**src/rtl/vram_readout_arbiter_pkg.sv**
```systemverilog
// rtl/vram_readout_arbiter_pkg.sv - shared video constants for the VRAM readout arbiter
//
// Purpose: character-period phase numbering, default text geometry and the
// readout state type shared by the arbiter and its address generator.
// Ports: none (package).

package vram_readout_arbiter_pkg;

  // Phases of the 8-clock character period, as seen on readoutCount.
  localparam logic [2:0] PH_HOST_A    = 3'd0;
  localparam logic [2:0] PH_CHAR_ADDR = 3'd2;
  localparam logic [2:0] PH_CHAR_DATA = 3'd3;
  localparam logic [2:0] PH_HOST_B    = 3'd4;
  localparam logic [2:0] PH_ATTR_ADDR = 3'd6;
  localparam logic [2:0] PH_ATTR_DATA = 3'd7;
  localparam logic [2:0] PH_IDLE      = 3'd7;

  // Default text geometry: 80x30 cells, 16 scanlines per cell.
  localparam int DEF_COLS          = 80;
  localparam int DEF_ROWS          = 30;
  localparam int DEF_LINES_PER_ROW = 16;
  localparam int DEF_ADDR_W        = 13;

  typedef enum logic {
    ST_IDLE    = 1'b0,
    ST_READOUT = 1'b1
  } readoutState_t;

endpackage

```
**src/rtl/vram_readout_arbiter_text_addr_gen.sv**
```systemverilog
// rtl/vram_readout_arbiter_text_addr_gen.sv - character-cell VRAM address generator
//
// Purpose: tracks the current column, scanline-within-row and row base, and
// produces the character and attribute byte addresses for the current cell.
// Ports:
//   clk, nrst      clock, synchronous active-low reset
//   lineGo         accepted start of a scanline readout (arbiter was idle)
//   frameStart     top-of-frame pulse; clears lineRow/rowBase
//   colStep        last cycle of a character period while reading out
//   lastCol        current column is the final one of the line
//   charAddr       lineBase + 2*col
//   attrAddr       lineBase + 2*col + 1

module text_addr_gen
  import vram_readout_arbiter_pkg::*;
#(
  parameter int COLS          = DEF_COLS,
  parameter int ROWS          = DEF_ROWS,
  parameter int LINES_PER_ROW = DEF_LINES_PER_ROW,
  parameter int ADDR_W        = DEF_ADDR_W
) (
  input  logic              clk,
  input  logic              nrst,
  input  logic              lineGo,
  input  logic              frameStart,
  input  logic              colStep,
  output logic              lastCol,
  output logic [ADDR_W-1:0] charAddr,
  output logic [ADDR_W-1:0] attrAddr
);

  localparam int COL_W  = (COLS > 1) ? $clog2(COLS) : 1;
  localparam int LROW_W = (LINES_PER_ROW > 1) ? $clog2(LINES_PER_ROW) : 1;

  localparam logic [COL_W-1:0]  LAST_COL      = COL_W'(COLS - 1);
  localparam logic [LROW_W-1:0] LAST_LINE     = LROW_W'(LINES_PER_ROW - 1);
  localparam logic [ADDR_W-1:0] ROW_STRIDE    = ADDR_W'(2 * COLS);
  localparam logic [ADDR_W-1:0] LAST_ROW_BASE = ADDR_W'(2 * COLS * (ROWS - 1));

  logic [COL_W-1:0]  col;
  logic [LROW_W-1:0] lineRow;
  logic [ADDR_W-1:0] rowBase;
  logic [ADDR_W-1:0] lineBase;

  assign lastCol  = (col == LAST_COL);
  assign charAddr = lineBase + ADDR_W'({col, 1'b0});
  assign attrAddr = charAddr + ADDR_W'(1);

  always_ff @(posedge clk) begin
    if (!nrst) begin
      col      <= '0;
      lineRow  <= '0;
      rowBase  <= '0;
      lineBase <= '0;
    end else begin
      // lineBase is latched once per line so a mid-line frameStart cannot
      // disturb the addresses of the line already being drawn.
      if (lineGo) begin
        col      <= '0;
        lineBase <= frameStart ? '0 : rowBase;
      end else if (colStep) begin
        col <= lastCol ? '0 : col + COL_W'(1);
      end

      // frameStart takes priority over the end-of-line row advance.
      if (frameStart) begin
        lineRow <= '0;
        rowBase <= '0;
      end else if (colStep && lastCol) begin
        if (lineRow == LAST_LINE) begin
          lineRow <= '0;
          rowBase <= (rowBase == LAST_ROW_BASE) ? '0 : rowBase + ROW_STRIDE;
        end else begin
          lineRow <= lineRow + LROW_W'(1);
        end
      end
    end
  end

endmodule

```
**src/rtl/vram_readout_arbiter.sv**
```systemverilog
// rtl/vram_readout_arbiter.sv - text-mode VRAM readout sequencer and host arbiter
//
// Purpose: runs the COLS*8-cycle readout window for each scanline, places
// character/attribute fetches at phases 2 and 6 of every character period,
// and grants single-cycle host accesses at phases 0 and 4 and whenever idle.
// Ports:
//   clk, nrst                  clock, synchronous active-low reset
//   lineStart, frameStart      scanline / frame timing pulses
//   readoutCount, active       phase and window flag for the pixel generator
//   vramAddr/vramWe/vramWrData registered single-port VRAM controls
//   vramRdData                 VRAM read data, one cycle after address
//   cpuReq/cpuWe/cpuAddr/cpuWrData  host request, held until cpuAck
//   cpuAck, cpuRdData          host completion pulse and read data

module vram_readout_arbiter
  import vram_readout_arbiter_pkg::*;
#(
  parameter int COLS          = DEF_COLS,
  parameter int ROWS          = DEF_ROWS,
  parameter int LINES_PER_ROW = DEF_LINES_PER_ROW,
  parameter int ADDR_W        = DEF_ADDR_W
) (
  input  logic              clk,
  input  logic              nrst,
  input  logic              lineStart,
  input  logic              frameStart,
  output logic [2:0]        readoutCount,
  output logic              active,
  output logic [ADDR_W-1:0] vramAddr,
  output logic              vramWe,
  output logic [7:0]        vramWrData,
  input  logic [7:0]        vramRdData,
  input  logic              cpuReq,
  input  logic              cpuWe,
  input  logic [ADDR_W-1:0] cpuAddr,
  input  logic [7:0]        cpuWrData,
  output logic              cpuAck,
  output logic [7:0]        cpuRdData
);

  readoutState_t state;
  logic          pending;

  logic              lastCol;
  logic              colStep;
  logic              windowEnd;
  logic              lineGo;
  logic              nextActive;
  logic [2:0]        nextCount;
  logic              hostSlot;
  logic              hostIssue;
  logic              charSlot;
  logic              attrSlot;
  logic [ADDR_W-1:0] charAddr;
  logic [ADDR_W-1:0] attrAddr;

  assign active    = (state == ST_READOUT);
  assign colStep   = active && (readoutCount == PH_ATTR_DATA);
  assign windowEnd = colStep && lastCol;
  assign lineGo    = lineStart && !active;
  assign cpuRdData = vramRdData;

  text_addr_gen #(
    .COLS          (COLS),
    .ROWS          (ROWS),
    .LINES_PER_ROW (LINES_PER_ROW),
    .ADDR_W        (ADDR_W)
  ) u_addrGen (
    .clk        (clk),
    .nrst       (nrst),
    .lineGo     (lineGo),
    .frameStart (frameStart),
    .colStep    (colStep),
    .lastCol    (lastCol),
    .charAddr   (charAddr),
    .attrAddr   (attrAddr)
  );

  // The VRAM controls are registered, so every slot decision is made on the
  // phase the outputs will show next cycle; that keeps the address aligned
  // with readoutCount as the pixel generator sees it.
  always_comb begin
    nextActive = active ? !windowEnd : lineStart;
    nextCount  = PH_IDLE;
    if (nextActive) begin
      nextCount = active ? readoutCount + 3'd1 : PH_HOST_A;
    end
    hostSlot  = !nextActive || (nextCount == PH_HOST_A) || (nextCount == PH_HOST_B);
    hostIssue = hostSlot && cpuReq && !pending;
    charSlot  = nextActive && (nextCount == PH_CHAR_ADDR);
    attrSlot  = nextActive && (nextCount == PH_ATTR_ADDR);
  end

  always_ff @(posedge clk) begin
    if (!nrst) begin
      state        <= ST_IDLE;
      readoutCount <= PH_IDLE;
      vramAddr     <= '0;
      vramWe       <= 1'b0;
      vramWrData   <= '0;
      cpuAck       <= 1'b0;
      pending      <= 1'b0;
    end else begin
      state        <= nextActive ? ST_READOUT : ST_IDLE;
      readoutCount <= nextCount;

      // pending marks the issue cycle; the ack follows it, and a request
      // still held during the ack cycle counts as a fresh one.
      pending <= hostIssue;
      cpuAck  <= pending;

      vramWe <= 1'b0;
      if (hostIssue) begin
        vramAddr   <= cpuAddr;
        vramWe     <= cpuWe;
        vramWrData <= cpuWrData;
      end else if (charSlot) begin
        vramAddr <= charAddr;
      end else if (attrSlot) begin
        vramAddr <= attrAddr;
      end
    end
  end

endmodule

```
**config.mk**
```make
export PLATFORM = sky130hd
export DESIGN_NAME = vram_readout_arbiter
export DESIGN_NICKNAME = d
export VERILOG_FILES = /design/src/rtl/vram_readout_arbiter_pkg.sv /design/src/rtl/vram_readout_arbiter_text_addr_gen.sv /design/src/rtl/vram_readout_arbiter.sv
export SDC_FILE = /design/constraint.sdc
export NUM_CORES = 1
export LEC_CHECK = 0
export CAP_MARGIN = 20
export CORE_MARGIN = 4
export CORE_UTILIZATION = 51
export CTS_BUF_LIST = sky130_fd_sc_hd__clkbuf_16
export DETAILED_ROUTE_END_ITERATION = 16
export GPL_TIMING_DRIVEN = 0
export HOLD_SLACK_MARGIN = 0.03
export PLACE_DENSITY_LB_ADDON = 0.3
export SLEW_MARGIN = 25
export SYNTH_ARGS = -nofsm -noshare
export SYNTH_HDL_FRONTEND = slang
export SYNTH_HIERARCHICAL = 1
export SYNTH_SLANG_ARGS = --single-unit
export TNS_END_PERCENT = 20
```
**constraint.sdc**
```tcl
create_clock -name clk -period 4.15 [get_ports clk]
set_input_delay 0.83 -clock clk [delete_from_list [all_inputs] [get_ports clk]]
set_output_delay 0.83 -clock clk [all_outputs]
set_load 0.02 [all_outputs]
```
==> impl_metrics.py, run 1 <==
metrics = {
    "cts": {
        "post_cts_buffers": 0,
        "h-tree-depth": 2,
        "cts.sinks": 56,
        "ctsHoldBuffers": 0,
        "cts_buffer_depth": 2,
        "cts_buffers": 5,
        "cts.clk_slew.worst_paths_ns": 0.07,
        "clkLatencyLatePin_ns": 0.29,
        "cts_tree": "built",
        "clockRootBuffer": "clkbuf_16",
        "ctsResizeCount": 0,
    },
    "grt": {
        "grt_max_degree": 17,
        "antenna_found_initial": 0,
        "grt-ovfl-total": 0,
        "grt_pass1_wl_um": 11890,
        "grt_usage": 0.1920,
        "grt_pass1_vias": 2597,
    },
    "min_path": {
        "min_delay_path_depth": 1,
        "whs_endpoint": "cpuAck",
        "hp-start": "pending",
        "hp-class": "flip-flop to flip-flop",
    },
    "routing": {
        "wl_per_cell_um": 14.20,
        "drt_iter0_drc": 90,
        "vias": 2682,
        "via_per_inst": 5.343,
        "drtPass1Iterations": 4,
        "antenna_left": 0,
        "finalWirelength_um": 7126,
        "drc_errors": 0,
    },
    "yosys": {
        "ys_warn_count": 6,
        "ys_types": 53,
        "synth_ff_type": "dfxtp_1",
        "ys_ff_latch": 56,
        "synth_area_mm2": 0.003222,
        "synth-async-reset-ratio": 0,
        "postSynthNetCount": 409,
        "syn_area_per_cell_um2": 8.950,
        "synth.top_cells.by_area": "dfxtp_1 35%, mux2i_1 6.8%, xnor2_1 5.2%, ha_1 5.0%, nand2_1 4.9%",
        "synth_edf_count": 0,
        "syn_inst": 360,
        "yosysSeqAreaShare": 0.3480,
        "yosys.area.top_type": "dfxtp_1",
        "synth_top_area_frac": 0.3480,
    },
    "timing": {
        "slew_headroom": 0.6393,
        "max_freq_mhz": 293.0,
        "fin_crit_ns": 3.413,
        "finalCritPeriodShare": 0.8224,
        "setup_viol": 0,
        "clock_skew_ns": 0.007494,
        "rsz0062_at_grt": "no",
        "tns_ns": 0,
        "fin_ws_ns": 0.7372,
        "whs_ns": 0.4763,
        "hold_violations": 0,
        "worst_pin_slew_ns": 0.5387,
        "drv_slew": 0,
    },
    "die": {
        "die_height_um": 87.48,
        "dieArea_mm2": 0.007653,
        "pin_count": 70,
        "start_util": 0.5347,
        "rows": 28,
        "die_x_um": 87.48,
        "coreArea_mm2": 0.006026,
    },
    "power": {
        "p_per_area_mw_per_mm2": 298.5,
        "total_power_mw": 1.210,
        "p_leak_nw": 1.610,
        "comb_power_share": 0.190,
        "peakVddDrop_mv": 0.2420,
        "switchingPower_mw": 0.3149,
        "p_int_mw": 0.8954,
        "clkPwrFrac": 0.337,
        "switching_share": 0.2602,
        "p_seq_frac": 0.473,
    },
    "setup_path": {
        "critical_path.startpoint_type": "flip-flop",
        "worstReg2RegEnd": "vramAddr[11]",
        "worstPathRequired_ns": 4.30,
        "r2r.worst_path.cells": 13,
        "end_kind": "flip-flop",
        "regToRegSetupSlack_ns": 0.74,
        "cp_max_fo": 8,
        "critPathArrivalTime_ns": 3.56,
        "reg2reg_from": "u_addrGen/lineBase[4]",
        "critPathKind": "flip-flop to flip-flop",
    },
    "final_layout": {
        "antenna_cells": 0,
        "area_growth_pct": 25.83,
        "instances_no_fill": 502,
        "fillers": 512,
        "drive_above_1_share": 0.1148,
        "layout.nets": 476,
        "utilization": 0.6728,
        "design_area_mm2": 0.004054,
    },
    "run_status": {
        "status": "complete, no violations",
    },
    "placed_design": {
        "placedCellCount": 495,
        "dp_hpwl_um": 5453,
        "pre_cts_ws_ns": 0.7945,
        "port_buffers": 60,
        "gp_congestion": 0.8638,
        "placed_cell_area_mm2": 0.003916,
    },
    "run": {
        "maxCapViolCount": 0,
    },
}
## layout make-up
| cell class | count | area, um2 | share of cell area |
|---|---|---|---|
| plain buffers | 22 | 147.6 | 0.03642 |
| clock buffers | 5 | 125.1 | 0.03086 |
| clock inverters | 2 | 12.51 | 0.003086 |
| inverters | 17 | 63.81 | 0.01574 |
| multi-input cells | 265 | 1889 | 0.4660 |
| flip-flops and latches | 56 | 1121 | 0.2765 |
| well taps | 75 | 93.84 | 0.02315 |
| repair buffers | 60 | 600.6 | 0.1481 |
## cells in the final DEF (no fill, tap or decap), types with 3 or more instances in the layout
master and instances:
dfxtp_1 56, nor3_1 3, mux2_2 13, xnor2_1 19
ha_1 13, nand2b_1 5, and2_1 13, clkbuf_16 5
o22ai_1 22, inv_1 16, o21ai_0 6, nor2b_1 5
clkbuf_1 6, a21oi_1 12, and3_1 4, nand3_1 6
buf_2 3, a21o_1 3, mux2i_1 22, nand2_1 42
buf_4 10, nor2_1 29, xor2_1 13, clkdlybuf4s50_1 60
## flip-flops by register name (all words and copies together), names as in the netlist
name / flops
cpuAck: 1
vramWe: 1
pending: 1
u_addrGen/lineRow: 4
active: 1
vramAddr: 13
readoutCount: 3
u_addrGen/lineBase: 9
u_addrGen/col: 7
u_addrGen/rowBase: 8
vramWrData: 8
## critical path, stage by stage, from the launching register on
cell	delay (ns)
dfxtp_1	0.50
ha_1	0.24
inv_1	0.06
fa_1	0.39
and2b_1	0.25
o2111ai_2	0.13
nand2_1	0.17
xor2_1	0.35
nand4b_1	0.23
nand4bb_1	0.29
xnor2_1	0.16
mux2_2	0.27
mux2i_1	0.15
o22ai_1	0.10
## worst max path at each step
stage | start | endpoint | slack [ns] | cells past startpoint
CTS | u_addrGen/lineBase[4] | vramAddr[11] | 0.77 | 13
detailed placement | u_addrGen/lineBase[4] | vramAddr[11] | 0.79 | 13
global placement | u_addrGen/lineBase[4] | vramAddr[11] | 0.92 | 13
floorplan | u_addrGen/lineBase[4] | vramAddr[11] | 1.21 | 13
finish | u_addrGen/lineBase[4] | vramAddr[11] | 0.74 | 13
global route | u_addrGen/lineBase[4] | vramAddr[11] | 0.49 | 13
## cells by family after synthesis
family                     after synthesis  share of synthesized area
AOI/OAI and AO/OA                       54                     0.1153
and+or+nand+nor                        130                     0.2136
muxes                                   35                     0.1138
DFF                                     56                     0.3480
adders and majority gates               14                    0.05670
xor gates and xnor gates                32                    0.08699
buffers and inverters                   39                    0.06563
## power by group through the flow
stage          Clock, mW  Combinational, mW  Sequential (mW)
2_1_floorplan          0              0.109            0.608
3_3_place_gp           0              0.226            0.583
3_5_place_dp           0              0.230            0.585
4_1_cts            0.418              0.232            0.572
5_1_grt            0.443              0.246            0.575
6_report           0.408              0.230            0.572
## synthesized netlist by cell type, types with 2 or more instances
cell,count
and3_2,2
o21ai_0,6
nand2_1,42
or3_2,2
and3_1,4
dfxtp_1,56
nand3_1,6
nand2b_1,5
and4_1,2
and2_1,13
buf_2,3
mux2_2,13
xor2_1,13
nor2b_1,5
nand4bb_1,2
nand4b_1,2
buf_4,10
mux2i_1,22
clkbuf_1,6
or2_1,2
o22ai_1,22
and2b_1,2
nor3_1,3
nor2_1,29
a21o_1,3
ha_1,13
a211oi_1,2
xnor2_1,19
a21oi_1,12
inv_1,16
## layer usage
metal | global-route usage | vias up | part of all wire
met3 | 0.04636 | 6 | 0.042
li1 | - | 1359 | -
met5 | 0 | - | 0
met1 | 0.2414 | 1271 | 0.44
met2 | 0.3267 | 46 | 0.51
met4 | 0.05160 | 0 | 0.0090
Note: power is estimated with default switching activity, not from simulation.
==> inputs of run 2 (changes only) <==
Settings changed: CORE_UTILIZATION 51 to 46.
Clock period 4.15 ns to 2.89 ns, I/O delays scaled along.
==> run 2 against run 1 <==
  * Utilization fell by 5.4 points
  * Global-route usage fell by 2.3 points
  * Die area rose by 9.9%
  * Hold slack got worse by 0.019 ns
  * Critical endpoint is now vramAddr[12]
==> impl_metrics.py, run 2 (same netlist as run 1, synthesis figures left out) <==
metrics = {
    "power": {
        "total_power_mw": 1.817,
        "p_per_area_mw_per_mm2": 432.0,
        "p_leak_nw": 1.673,
        "peakVddDrop_mv": 0.3109,
    },
    "cts": {
        "h-tree-depth": 2,
        "cts.clk_slew.worst_paths_ns": 0.07,
        "cts_buffer_depth": 2,
        "cts.sinks": 56,
        "clockRootBuffer": "clkbuf_16",
        "cts_tree": "built",
        "clkLatencyLatePin_ns": 0.29,
        "cts_buffers": 5,
    },
    "placed_design": {
        "port_buffers": 60,
        "dp_hpwl_um": 5366,
        "gp_congestion": 0.8335,
        "placed_cell_area_mm2": 0.003950,
        "pre_cts_ws_ns": -0.3650,
    },
    "timing": {
        "tns_ns": 0,
        "max_freq_mhz": 357.0,
        "worst_pin_slew_ns": 0.5259,
        "finalCritPeriodShare": 0.9693,
        "clock_skew_ns": 0.005786,
        "rsz0062_at_grt": "yes",
        "fin_crit_ns": 2.801,
        "slew_headroom": 0.6479,
        "hold_violations": 0,
        "fin_ws_ns": 0.08882,
        "drv_slew": 0,
        "setup_viol": 0,
    },
    "run": {
        "maxCapViolCount": 0,
    },
    "final_layout": {
        "antenna_cells": 0,
        "mostFrequentLayoutCells": "60 x clkdlybuf4s50_1, 53 x dfxtp_1, 41 x nand2_1",
        "drive_above_1_share": 0.1544,
        "regArea_mm2": 0.001130,
        "area_growth_pct": 30.52,
        "layout_commonest_cell": "clkdlybuf4s50_1",
        "largest_reg_flops": 13,
        "layout.nets": 482,
        "reg.largest.list": "vramAddr: 13 flops, u_addrGen/lineBase: 9 flops",
        "design_area_mm2": 0.004205,
        "regMostFlops": "vramAddr",
        "fillers": 584,
        "multi_input_area_mm2": 0.001934,
    },
    "grt": {
        "grt_usage": 0.1687,
        "grt_pass1_wl_um": 11850,
        "grt-ovfl-total": 0,
        "grt_pass1_vias": 2650,
        "grt_max_degree": 17,
        "antenna_found_initial": 0,
    },
    "setup_path": {
        "critical_path.startpoint_type": "flip-flop",
        "crit_buf_inv": 1,
        "crit_family": "simple AND/OR/NAND/NOR gates",
        "crit_path_cell_trace": "ha_2 > inv_2 > fa_2 > and2b_1 > o2111ai_2 > nand2_2 > o311ai_4 > and4_1 > nand4b_1 > xnor2_1 > mux2_2 > mux2i_1 > o22ai_1",
        "critPathArrivalTime_ns": 2.95,
        "slowest_delay_ns": 0.35,
        "reg2reg_from": "u_addrGen/lineBase[4]",
        "cp_max_fo": 4,
        "end_kind": "flip-flop",
        "worstPathRequired_ns": 3.04,
        "slowest_stage": "dfxtp_4",
        "regToRegSetupSlack_ns": 0.09,
        "cp-startpoint": "u_addrGen/lineBase[4]",
        "critPathKind": "flip-flop to flip-flop",
    },
    "routing": {
        "via_per_inst": 5.108,
        "drt_iter0_drc": 50,
        "top_layer_used": "met4",
        "drc_errors": 0,
        "wl_met1_um": 3137,
        "finalWirelength_um": 6896,
        "vias": 2707,
        "drtPass1Iterations": 4,
        "met3_length_um": 279,
        "antenna_left": 0,
        "dr_wl_met2_um": 3393,
        "wl_per_cell_um": 13.01,
    },
    "min_path": {
        "hp-class": "flip-flop to flip-flop",
        "hp-start": "pending",
    },
    "die": {
        "rows": 30,
        "start_util": 0.4742,
        "pin_count": 70,
        "die_x_um": 91.69,
        "coreArea_mm2": 0.006794,
        "die_height_um": 91.69,
        "dieArea_mm2": 0.008407,
    },
    "run_status": {
        "status": "complete, no violations",
    },
}
==> run 2: changes by cell type in the layout (fill, tap and decap cells not counted), moves of 2 or more <==
cell	change
dfxtp_1	-3
xnor2_2	+2
xnor2_1	-2
ha_1	-3
ha_2	+2
buf_4	+6
dfxtp_4	+2
==> run 2: worst register-to-register path, delay by kind of cell (launching register included) <==
family | cells | cell delay, ns
compound gates | 3 | 0.62
xor+xnor | 1 | 0.14
fa+ha+maj | 2 | 0.38
buf+inv | 1 | 0.05
flops | 1 | 0.35
mux | 2 | 0.40
simple gates | 4 | 0.74
==> run 2: final timing paths <==
kind,to,cells after the start
hold / removal,cpuAck,1
setup reg to reg,vramAddr[12],13
hold reg to reg,cpuAck,1
setup / recovery,vramAddr[12],13
==> run 2: layer usage <==
| metal | GRT usage | up-vias |
|---|---|---|
| li1 | - | 1370 |
| met1 | 0.2078 | 1288 |
| met2 | 0.2940 | 41 |
| met3 | 0.03692 | 8 |
| met4 | 0.05074 | 0 |
| met5 | 0 | - |
==> run 2: layout make-up <==
type                       count  share of cell area
timing repair buffer          66              0.1535
inverter                      17             0.01517
tap                           96             0.02856
clock inverter                 3            0.009223
buffer                        22             0.03511
clock buffer                   5             0.02975
multi-input combinational    265              0.4600
sequential                    56              0.2687
==> run 2: timing repair <==
item                                    4_1_cts  5_1_grt
buffers inserted                              5        1
pin swaps                                     5        6
gates resized for setup                       7        6
endpoints found under the setup margin        7        5
hold buffers                                  0        0
==> run 2: stage by stage <==
stage | hold WS (ns) | util | cells
floorplan | 0.4310 | - | 360
detailed placement | 0.4480 | 0.5814 | 516
finish | 0.4577 | 0.6190 | 530
global placement | 0.4447 | 0.5814 | 516
global route | 0.4901 | 0.6190 | 530
CTS | 0.4656 | 0.6140 | 529
==> run 2: power breakdown <==
part           switching (mW)  leakage, nW  internal (mW)  total (mW)
clock network           0.263       0.0850          0.404       0.668
logic                   0.161         1.13          0.169       0.330
registers              0.0177        0.458          0.801       0.819
total                   0.442         1.67           1.37        1.82
